**src/rtl/uart_pkg.sv**
```systemverilog
// Shared types and constants for the UART message transmitter.
package uart_pkg;
  typedef enum logic [1:0] {IDLE, START, DATA, STOP} state_t;
  localparam int DEF_CLKS_PER_BIT = 434;
  localparam int DEF_NUM_BYTES    = 12;
  localparam logic IDLE_LEVEL     = 1'b1;
endpackage

```
**src/rtl/uart_bit_timer.sv**
```systemverilog
// Bit-period counter: runs 0..CLKS_PER_BIT-1, wraps, and flags the last cycle of each bit.
module uart_bit_timer #(
  parameter int CLKS_PER_BIT = 434
) (
  input  logic clk,
  input  logic rst,
  input  logic restart,
  output logic tick
);
  localparam int CW = (CLKS_PER_BIT > 1) ? $clog2(CLKS_PER_BIT) : 1;

  logic [CW-1:0] cnt;

  assign tick = (cnt == CW'(CLKS_PER_BIT - 1));

  always_ff @(posedge clk or posedge rst) begin
    if (rst)          cnt <= '0;
    else if (restart) cnt <= '0;
    else if (tick)    cnt <= '0;
    else              cnt <= cnt + 1'b1;
  end
endmodule

```
**src/rtl/uart_msg_tx.sv**
```systemverilog
// Serialises an NUM_BYTES-character message as back-to-back 8N1 frames, first character first.
// Optional UART_MSG_AUTO_SEND_EN: a message change seen in IDLE starts a transmission like send.
module uart_msg_tx
  import uart_pkg::*;
#(
  parameter int CLKS_PER_BIT = DEF_CLKS_PER_BIT,
  parameter int NUM_BYTES    = DEF_NUM_BYTES
) (
  input  logic                   clk,
  input  logic                   rst,
  input  logic [8*NUM_BYTES-1:0] msg_in,
  input  logic                   send,
  output logic                   tx,
  output logic                   busy,
  output logic                   done
);
  localparam int BW = (NUM_BYTES > 1) ? $clog2(NUM_BYTES) : 1;

  state_t                 state;
  logic [8*NUM_BYTES-1:0] msg_reg;
  logic [BW-1:0]          byte_idx;
  logic [2:0]             bit_idx;
  logic [7:0]             cur_byte;
  logic                   tick;
  logic                   go;
  int                     sel;

  // Timer is held at zero while idle so the start bit always gets a full period.
  uart_bit_timer #(.CLKS_PER_BIT(CLKS_PER_BIT)) u_timer (
    .clk     (clk),
    .rst     (rst),
    .restart (state == IDLE),
    .tick    (tick)
  );

`ifdef UART_MSG_AUTO_SEND_EN
  logic [8*NUM_BYTES-1:0] last_sent;
  assign go = send || (msg_in != last_sent);

  always_ff @(posedge clk or posedge rst) begin
    if (rst)                      last_sent <= '0;
    else if (state == IDLE && go) last_sent <= msg_in;
  end
`else
  assign go = send;
`endif

  always_comb begin
    sel      = NUM_BYTES - 1 - int'(byte_idx);
    cur_byte = msg_reg[8*sel +: 8];
  end

  always_ff @(posedge clk or posedge rst) begin
    if (rst) begin
      state    <= IDLE;
      tx       <= IDLE_LEVEL;
      busy     <= 1'b0;
      done     <= 1'b0;
      msg_reg  <= '0;
      byte_idx <= '0;
      bit_idx  <= '0;
    end else begin
      done <= 1'b0;
      case (state)
        IDLE: begin
          tx   <= IDLE_LEVEL;
          busy <= 1'b0;
          if (go) begin
            msg_reg  <= msg_in;
            byte_idx <= '0;
            bit_idx  <= '0;
            tx       <= 1'b0;
            busy     <= 1'b1;
            state    <= START;
          end
        end
        START: if (tick) begin
          bit_idx <= '0;
          tx      <= cur_byte[0];
          state   <= DATA;
        end
        DATA: if (tick) begin
          if (bit_idx == 3'd7) begin
            tx    <= 1'b1;
            state <= STOP;
          end else begin
            bit_idx <= bit_idx + 3'd1;
            tx      <= cur_byte[bit_idx + 3'd1];
          end
        end
        STOP: if (tick) begin
          if (byte_idx != BW'(NUM_BYTES - 1)) begin
            byte_idx <= byte_idx + 1'b1;
            tx       <= 1'b0;
            state    <= START;
          end else begin
            tx    <= IDLE_LEVEL;
            busy  <= 1'b0;
            done  <= 1'b1;
            state <= IDLE;
          end
        end
        default: state <= IDLE;
      endcase
    end
  end
endmodule
```
**config.mk**
```make
export PLATFORM = sky130hd
export DESIGN_NAME = uart_msg_tx
export DESIGN_NICKNAME = d
export VERILOG_FILES = /design/src/rtl/uart_pkg.sv /design/src/rtl/uart_bit_timer.sv /design/src/rtl/uart_msg_tx.sv
export SDC_FILE = /design/constraint.sdc
export NUM_CORES = 1
export LEC_CHECK = 0
export CAP_MARGIN = 5
export CORE_MARGIN = 4
export CORE_UTILIZATION = 54
export CTS_BUF_LIST = sky130_fd_sc_hd__clkbuf_8 sky130_fd_sc_hd__clkbuf_16
export CTS_CLUSTER_SIZE = 20
export DETAILED_ROUTE_END_ITERATION = 10
export GPL_ROUTABILITY_DRIVEN = 0
export PLACE_DENSITY = 0.88
export SYNTH_ARGS = -nofsm -noshare
export SYNTH_HDL_FRONTEND = slang
export SYNTH_SLANG_ARGS = --single-unit
```
**constraint.sdc**
```tcl
create_clock -name clk -period 7.4 [get_ports clk]
set_input_delay 0.74 -clock clk [delete_from_list [all_inputs] [get_ports clk]]
set_output_delay 0.74 -clock clk [all_outputs]
set_load 0.01 [all_outputs]
```
# [After elaboration in Yosys (flattened, before gate mapping)]
# Index checks and enable logic that the tools add are counted.
[word_totals] regBits=117 elab_cells=70
[op_classes] add_sub_neg=4 n_lt_le_gt_ge=1 eq_ne=14 n_shift=1 n_mux=33 n_reduce_logical=9
[op_table] operator="$shiftx A96 B8 Y8" n=1
[op_table] operator="$mux W9" n=2
[op_table] operator="$ne A2 B2 Y1 const B" n=8
[op_table] operator="$mux W1" n=13
[op_table] operator="$mux W3" n=4
[op_table] operator="$mux W4" n=3
[op_table] operator="$mux W2" n=5
[op_table] operator="$reduce_and A5 Y1" n=2
[op_table] operator="$add A9 B1 Y9 const B" n=1
[op_table] operator="$eq A9 B9 Y1 const B" n=1
[op_table] operator="$pmux W3 S3" n=1
[op_table] operator="$pmux W2 S4" n=1
[op_table] operator="$pmux W4 S2" n=1
[op_table] operator="$reduce_and A3 Y1" n=2
[op_table] operator="$sub A4 B4 Y5 const A" n=1
[op_table] operator="$add A4 B1 Y4 const B" n=1
[op_table] operator="$eq A2 B2 Y1 const B" n=2
[op_table] operator="$lt A3 B4 Y1 const B" n=1
[op_table] operator="$ne A4 B4 Y1 const B" n=1
[op_table] operator="$pmux W1 S4" n=1
[op_table] operator="$reduce_and A4 Y1" n=1
[op_table] operator="$add A3 B1 Y3 const B" n=1
[op_table] operator="$bmux W1 S3" n=1
[op_table] operator="$eq A3 B3 Y1 const B" n=1
[op_table] operator="other kinds (6)" n=6

# [Depth between registers and ports, before layout]
# Gate-level depths: netlist (run 1).
[depth] depth_word=7 ltp_mapped=12

# [Cells and area by module]
# Synthesis (run 1) repeated with hierarchy kept, for this count alone.
[unflattened] cells_unflattened=411 area_unflattened_um2=5688.0
[by_module_without_submodules] mod="uart_msg_tx" n_inst=1 cells_per_inst=366 area_each_um2=5223.8
[by_module_without_submodules] mod="uart_bit_timer" n_inst=1 cells_per_inst=45 area_each_um2=464.2

# [Worst setup path after synthesis (run 1)]
# Ideal clock, no wire load.
[synth_path] path_type="reg2reg" startpoint="register byte_idx[2]" endpoint="register tx" setup_ns=0.105 arrival_time_ns=2.249 required_time_ns=7.295 path_slack_ns=5.045 path_stages_with_launch=13 n_path_buf=4 period_less_slack_ns=2.355 cell_sequence="dfrtp_1 buf_6 buf_6 buf_4 inv_1 ha_1 clkbuf_1 nor2_1 o311ai_0 a311o_1 o41ai_2 a311oi_1 o41ai_1"
[synth_between] elab_chain_len=7 word_cells_on_any_way=11 cone_classes="1 x add/sub; 1 x eq/ne; 1 x shift; 8 x mux"
[synth_rtl] element="start, declared" line_no="uart_msg_tx.sv:21" text="logic [BW-1:0] byte_idx;"
[synth_rtl] element="start signal, assigned" line_no="uart_msg_tx.sv:93" text="byte_idx <= byte_idx + 1'b1;"
[synth_rtl] element="$sub A4 B4 Y5" line_no="uart_msg_tx.sv:49" text="sel = NUM_BYTES - 1 - int'(byte_idx);"
[synth_rtl] element="$shiftx A96 B8 Y8" line_no="uart_msg_tx.sv:50" text="cur_byte = msg_reg[8*sel +: 8];"
[synth_rtl] element="$bmux W1 S3" line_no="uart_msg_tx.sv:88" text="tx <= cur_byte[bit_idx + 3'd1];"
[synth_rtl] element="$mux W1 (not written as such)" line_no="uart_msg_tx.sv:88"
[synth_rtl] element="$mux W1" line_no="uart_msg_tx.sv:83" text="if (bit_idx == 3'd7) begin"
[synth_rtl] element="$mux W1" line_no="uart_msg_tx.sv:82" text="DATA: if (tick) begin"
[synth_rtl] element="$pmux W1 S4 *" line_no="uart_msg_tx.sv:64" text="case (state)"
[synth_rtl] element="end signal, assigned" line_no="uart_msg_tx.sv:79" text="tx <= cur_byte[0];"
[synth_rtl] element="end signal, assigned" line_no="uart_msg_tx.sv:88"
[synth_rtl] element="end, declared" line_no="uart_msg_tx.sv:13" text="output logic tx,"
# Mark *: on every way between the ends. The rest lies on a longest branch, timed or not. The select of a mux whose other input is x is not followed.
# A chain may end at the register's enable or synchronous reset.

# [Worst setup path in the final report (run 1)]
# Ends and elaborated chain as after synthesis.

==> metrics.log, run 1 <==
[metrics] Clock Path Buffers: 2
[metrics] standby leakage power: around 3.5 nW
[metrics] mean instance size in the synthesized netlist: 13.1 sq um
[metrics] number of failing hold endpoints at the final stage: 0
[metrics] terminating pin of the worst hold path: msg_reg[74]
[metrics] synthesized instance count: 437
[metrics] cell with the biggest individual delay on the critical path: dfrtp_1
[metrics] number of remaining DRC errors: 0
[metrics] wirelength, routed: roughly 13 mm
[metrics] first-pass iteration count of the detailed router: 4
[metrics] effective utilization at floorplan: 0.554
[metrics] peak supply drop: roughly 130 uV
[metrics] number of top-level design ports: 102
[metrics] share of flip-flops with an asynchronous set or reset after synthesis: 1.00
[metrics] relative max-transition margin: 0.377
[metrics] series of cell instances along the critical path: inv_1 > ha_1 > nor2_1 > o311ai_0 > a311o_1 > o41ai_2 > a311oi_1 > o41ai_1
[metrics] Worst-Margin Slew: 934 ps
[metrics] area of the mapped netlist: 5720 sq um
[metrics] Worst Hold Launch: msg_reg[74]
[metrics] first-iteration detailed-routing DRC count: 260
[metrics] total non-filler cell area in the finished layout: about 7400 sq um
[metrics] Detailed Place HPWL: between 9 and 10 mm
[metrics] fraction of layout instances using a drive strength above 1: 0.285
[metrics] final period demand of the worst path: 2730 ps
[metrics] commonest non-fill, non-tap cell in the layout: dfrtp_1
[metrics] cell area reported after detailed placement: 6810 sq um
[metrics] Int Power: 1.18 mW
[metrics] worst path setup slack after routing: 4670 ps
[metrics] peak clock frequency supported by timing: between 300 and 400 MHz
[metrics] maximum cell stage delay along the critical path: 730 ps
[metrics] register-to-register path setup slack: 4670 ps
[metrics] Worst setup EP type: flop
[metrics] worst reg2reg path startpoint: byte_idx[2]
[metrics] arrival time reported for the critical path endpoint: 3120 ps
[metrics] logic depth of the worst register-to-register path: 8
[metrics] final-report setup violation count: 0
[metrics] number of warnings issued by yosys: 0
[metrics] Core Util, Final: 0.715
[metrics] number of antenna repair diodes: 0
[metrics] Filler Cell Count: about 650
[metrics] Core Area: 10300 sq um
[metrics] Switching Share: 0.217
[metrics] switching power of the nets: 0.325 mW
[metrics] Clk pwr share: 0.529
[metrics] placement row count: 37
[metrics] area added between synthesis and finish: 29.1%
[metrics] Overflow after GRT: 0
[metrics] synth unique cells: 52
[metrics] kind of start point of the critical path: flop
[metrics] floorplan die width: 111 um
[metrics] number of buffers added on ports: 101
[metrics] minimum hold slack: 501 ps
[metrics] final cell count without fillers: roughly 700
[metrics] remaining number of nets flagged by the antenna check after routing: 0
[metrics] worst min-delay path class: flop to flop
[metrics] clock latency on the worst-skew pair: 510 ps
[metrics] WS Path Type: flop to flop
[metrics] H-tree lvl count: 4
[metrics] R2R Path End: tx
[metrics] worst slack, placed: 4420 ps
[metrics] setup fix buffers added after clock tree synthesis: 0
[metrics] CTS tree: yes
[metrics] Vias: ~3900
[metrics] routed length per placed instance: 19.6 um
[metrics] Data required, critical path: about 7800 ps
[metrics] vias in the first global route: 4352
[metrics] combinational group share of total power: 0.045
[metrics] sequential cell fraction of total power: 0.426
[metrics] critical path startpoint: byte_idx[2]
[metrics] number of storage elements in the synthesis netlist: 117
[metrics] unrepaired setup endpoints after global routing: no
[metrics] power per cell area: ~200 nW/um^2
[metrics] Tcrit/Tclk final: 0.369
[metrics] total global-route track usage: 0.225
[metrics] Power, Total: ~1.5 mW
[metrics] number of antenna violations at the first check in global routing: 0
[metrics] status: completed
[metrics] height of the die: 111 um
[metrics] post-CTS clock slew at the launch and capture registers of the worst setup and hold paths: 60 ps
[metrics] number of max-slew violations in the final report: 0
[metrics] most instantiated flip-flop cell in the synthesis netlist: dfrtp_1
[metrics] number of clock buffers inserted by TritonCTS: 17
[metrics] cell chosen for the clock root: clkbuf_8
[metrics] Post-synth EDFFs: 0
[metrics] Multi-input gate area: 2630 sq um
[metrics] NumNets Final: roughly 650
[metrics] full die area: 12300 sq um
[metrics] Seq/Total Area, Yosys: 0.512
[metrics] number of nets produced by synthesis: 548
[metrics] highest-count cells in the layout ignoring fill and taps: dfrtp_1 (115), clkdlybuf4s50_1 (101), mux2_2 (98), mux2i_1 (25)
[metrics] Post-Route Skew: 4.44 ps
[metrics] Sequential Area: 2930 sq um
[metrics] first-pass GRT wire length: 21.9 mm
[metrics] setup total negative slack: 0 ps
[metrics] maximum fanout count along the critical path: 12
[metrics] maximum number of pins on one net before global-route repair: 60
[metrics] Cells on Worst Hold Path: 1
[metrics] number of sinks driven by the clock tree: 117
[metrics] Via-to-Cell Ratio: 5.75
[metrics] number of buffers inserted by hold repair at cts: 0
[metrics] Max Cap Violations: 0
[metrics] flip-flop count of the largest register, all copies and words added: 96
[metrics] placed cell count: 651
[metrics] number of gates given a new drive strength after cts: 0
-- cells in the mapped netlist (2+ instances only) --
cell type / count / area share
o21bai_1: 2 / 0.0026
nand2_1: 22 / 0.014
a21oi_1: 9 / 0.0079
ha_1: 12 / 0.026
a31oi_1: 3 / 0.0033
buf_1: 9 / 0.0059
a22oi_1: 2 / 0.0026
nand3_1: 11 / 0.0096
mux2i_1: 25 / 0.044
and4b_1: 3 / 0.0052
buf_6: 2 / 0.0039
o31ai_1: 2 / 0.0026
nand2b_1: 6 / 0.0066
xnor2_1: 4 / 0.0061
mux2_2: 98 / 0.19
a211oi_1: 2 / 0.0026
buf_4: 4 / 0.0052
clkbuf_1: 8 / 0.0052
inv_1: 8 / 0.0052
nand4_1: 4 / 0.0044
o21ai_0: 7 / 0.0061
nor2b_1: 6 / 0.0066
buf_2: 4 / 0.0035
mux4_2: 14 / 0.055
and3_1: 3 / 0.0033
xor2_1: 4 / 0.0061
o311ai_0: 2 / 0.0031
nor2_1: 21 / 0.014
dfrtp_1: 116 / 0.51
nor3b_1: 2 / 0.0026
-- routing by layer --
metal | part of all wire | global-route usage
met3 | 0.056 | 0.0622
met4 | 0.024 | 0.0796
met2 | 0.53 | 0.397
met5 | 0 | 0
met1 | 0.39 | 0.263
-- logic make-up after synthesis --
family,share of synthesized area
flops,0.512
mux,0.292
compound gates,0.0501
simple gates,0.0785
fa+ha+maj,0.0262
buf+inv,0.0291
xor+xnor,0.0122
-- cell type report --
| cell class | instances | share of cell area |
|---|---|---|
| multi-input combinational | 285 | 0.356 |
| clock inverter | 14 | 0.0203 |
| timing repair buffer | 105 | 0.141 |
| tap | 136 | 0.0230 |
| clock buffer | 18 | 0.0579 |
| inverter | 8 | 0.00441 |
| sequential | 117 | 0.397 |
-- power groups by stage --
stage	combinational, mW	sequential, mW	clock [mW]
final	0.0676	0.640	0.794
after global routing	0.0729	0.640	0.841
after CTS	0.0687	0.640	0.805
after detailed placement	0.0683	0.651	0
after global placement	0.0676	0.651	0
after floorplan	0.00992	0.652	0
-- critical path: cells and delay by family, from the launching register on --
family	cells	cell delay, ps
AO/OA/AOI/OAI	5	990
flip-flops	1	730
adder cells (fa/ha/maj)	1	490
buffers and inverters	1	260
AND/OR/NAND/NOR	1	140
-- worst max-delay path by stage --
stage / end / depth (start not counted) / slack (ps)
global route: tx / 8 / 4550
global placement: msg_reg[39] / 4 / 4510
finish: tx / 8 / 4670
detailed placement: msg_reg[38] / 4 / 4420
CTS: tx / 8 / 4700
floorplan: bit_idx[0] / 1 / 3560
Note: power is estimated with default switching activity, not from simulation.
==> run 2: changes to the inputs <==
--- a/config.mk
+++ b/config.mk
@@ -7,12 +7,12 @@
 export LEC_CHECK = 0
 export CAP_MARGIN = 5
 export CORE_MARGIN = 4
-export CORE_UTILIZATION = 54
+export CORE_UTILIZATION = 48
 export CTS_BUF_LIST = sky130_fd_sc_hd__clkbuf_8 sky130_fd_sc_hd__clkbuf_16
 export CTS_CLUSTER_SIZE = 20
 export DETAILED_ROUTE_END_ITERATION = 10
 export GPL_ROUTABILITY_DRIVEN = 0
-export PLACE_DENSITY = 0.88
+export PLACE_DENSITY = 0.83
 export SYNTH_ARGS = -nofsm -noshare
 export SYNTH_HDL_FRONTEND = slang
 export SYNTH_SLANG_ARGS = --single-unit
==> constraint.sdc (replaced) <==
create_clock -name clk -period 2.45 [get_ports clk]
set_input_delay 0.245 -clock clk [delete_from_list [all_inputs] [get_ports clk]]
set_output_delay 0.245 -clock clk [all_outputs]
set_load 0.01 [all_outputs]
==> run 2 against run 1 <==
Final area grew 1.9%. Sequential share of layout area decreased by 0.76 points. Maximum frequency increased by 20%. First-iteration DRC count is 25% lower. Sequential power rose to 3.0 times the previous value. Cell count up 2.2%. Critical path type unchanged. Largest power group unchanged. Global-route usage decreased by 1.7 points. Register-to-register slack worse by 4500 ps.
==> metrics.log, run 2 (synthesis gave the netlist of run 1 again) <==
[metrics] status: completed
[metrics] Int Power: around 3.7 mW
[metrics] area added between synthesis and finish: 31.6%
[metrics] Max Cap Violations: 0
[metrics] number of antenna violations at the first check in global routing: 0
[metrics] post-CTS clock slew at the launch and capture registers of the worst setup and hold paths: 50 ps
[metrics] first-iteration detailed-routing DRC count: 194
[metrics] number of buffers inserted by hold repair at cts: 0
[metrics] maximum number of pins on one net before global-route repair: 43
[metrics] placement row count: 39
[metrics] Power, Total: about 4.6 mW
[metrics] arrival time reported for the critical path endpoint: 2560 ps
[metrics] full die area: roughly 14000 sq um
[metrics] peak supply drop: 507 uV
[metrics] vias in the first global route: 4375
[metrics] buffers plus inverters on the worst setup path: 1
[metrics] commonest non-fill, non-tap cell in the layout: dfrtp_1
[metrics] number of buffers added on ports: between 100 and 150
[metrics] number of clock buffers inserted by TritonCTS: 17
[metrics] Switching Share: 0.193
[metrics] combinational group share of total power: 0.047
[metrics] standby leakage power: 3.56 nW
[metrics] Worst setup EP type: flop
[metrics] Clk pwr share: 0.528
[metrics] number of max-slew violations in the final report: 0
[metrics] relative max-transition margin: 0.636
[metrics] setup total negative slack: 0 ps
[metrics] Worst-Margin Slew: 544 ps
[metrics] first-pass GRT wire length: 21.9 mm
[metrics] wirelength, routed: 13.2 mm
[metrics] Overflow after GRT: 0
[metrics] number of sinks driven by the clock tree: between 100 and 150
[metrics] WS Path Type: flop to flop
[metrics] number of gates given a new drive strength after cts: 0
[metrics] clock latency on the worst-skew pair: approximately 400 ps
[metrics] final-report setup violation count: 0
[metrics] Detailed Place HPWL: 9.78 mm
[metrics] unrepaired setup endpoints after global routing: no
[metrics] worst min-delay path class: input pin to async pin
[metrics] total global-route track usage: 0.209
[metrics] number of failing hold endpoints at the final stage: 0
[metrics] maximum fanout count along the critical path: 23
[metrics] Vias: 3982
[metrics] height of the die: 117 um
[metrics] kind of start point of the critical path: flop
[metrics] power per cell area: a little over 600 nW/um^2
[metrics] CTS tree: yes
[metrics] peak clock frequency supported by timing: 441 MHz
[metrics] number of remaining DRC errors: 0
[metrics] sequential cell fraction of total power: 0.425
[metrics] Multi-input gate area: around 2600 sq um
[metrics] switching power of the nets: 0.878 mW
[metrics] Core Area: 11600 sq um
[metrics] floorplan die width: between 100 and 150 um
[metrics] cell chosen for the clock root: clkbuf_16
[metrics] Filler Cell Count: 821
[metrics] maximum cell stage delay along the critical path: 490 ps
[metrics] effective utilization at floorplan: 0.495
[metrics] remaining number of nets flagged by the antenna check after routing: 0
[metrics] Post-Route Skew: between 7 and 8 ps
[metrics] highest-count cells in the layout ignoring fill and taps: dfrtp_1 (115), clkdlybuf4s50_1 (101), mux2_2 (98), mux2i_1 (25)
[metrics] final period demand of the worst path: 2270 ps
[metrics] Tcrit/Tclk final: 0.925
[metrics] routed length per placed instance: 18.9 um
[metrics] H-tree lvl count: 4
[metrics] number of antenna repair diodes: 0
[metrics] gate family responsible for the most delay along the worst path: compound AO/OA/AOI/OAI gates
[metrics] first-pass iteration count of the detailed router: 6
[metrics] cell with the biggest individual delay on the critical path: mux4_2
[metrics] flip-flop count of the largest register, all copies and words added: 96
[metrics] number of top-level design ports: 102
[metrics] Clock Path Buffers: 2
[metrics] Via-to-Cell Ratio: 5.70
[metrics] Data required, critical path: 2750 ps
[metrics] series of cell instances along the critical path: buf_12 > mux2i_1 > mux4_2 > a311o_1 > o41ai_2 > a311oi_1 > o41ai_1
[metrics] setup fix buffers added after clock tree synthesis: 0
[metrics] fraction of layout instances using a drive strength above 1: 0.290
[metrics] Sequential Area: 2930 sq um
[metrics] NumNets Final: roughly 650
run 2: changes by cell type in the layout (fill, tap and decap cells not counted), moves of 2 or more:
| cell | change |
|---|---|
| clkinv_2 | +2 |
| inv_1 | +3 |
| buf_12 | +5 |
| buf_4 | +4 |
| inv_6 | -4 |
run 2: cell type report:
type / instances / share of cell area
Tap cell: 143 / 0.0238
Multi-Input combinational cell: 285 / 0.350
Timing Repair Buffer: 114 / 0.156
Inverter: 8 / 0.00449
Sequential cell: 117 / 0.389
Clock inverter: 13 / 0.0189
Clock buffer: 18 / 0.0583
run 2: final timing paths:
check / slack [ps] / end / start / cells past startpoint
min in group clk: 450 / msg_reg[22] / msg_in[22] / 2
setup reg to reg: 180 / tx / byte_idx[2] / 7
max in group asynchronous: 1540 / msg_reg[0] / rst / 3
hold reg to reg: 490 / u_timer.cnt[0] / u_timer.cnt[0] / 1
setup / recovery: 180 / tx / byte_idx[2] / 7
hold / removal: 240 / msg_reg[24] / rst / 2
run 2: metal layers:
| layer | vias to the layer above | wire, um | part of all wire | global-route usage |
|---|---|---|---|---|
| li1 | 1808 | - | - | - |
| met1 | 2011 | 5340 | 0.41 | 0.250 |
| met4 | 0 | 240 | 0.018 | 0.0612 |
| met3 | 27 | 708 | 0.054 | 0.0602 |
| met5 | - | 0 | 0 | 0 |
| met2 | 136 | 6890 | 0.52 | 0.365 |
run 2: stage by stage:
step	utilization	std cells	hold slack (ps)	worst slack [ps]	cell area (sq um)
6_report	0.651	698	241	183	7530
3_5_place_dp	0.601	667	477	225	6950
4_1_cts	0.651	698	234	201	7530
2_1_floorplan	-	437	396	95.2	5720
3_3_place_gp	0.601	667	469	313	6950
5_1_grt	0.651	698	262	106	7530
run 2: power by group through the flow:
stage	logic (mW)	clock network [mW]	registers, mW
after floorplan	0.0304	0	1.97
final	0.214	2.40	1.94
after CTS	0.219	2.45	1.94
after global placement	0.215	0	1.97
after detailed placement	0.217	0	1.97
after global routing	0.232	2.54	1.93
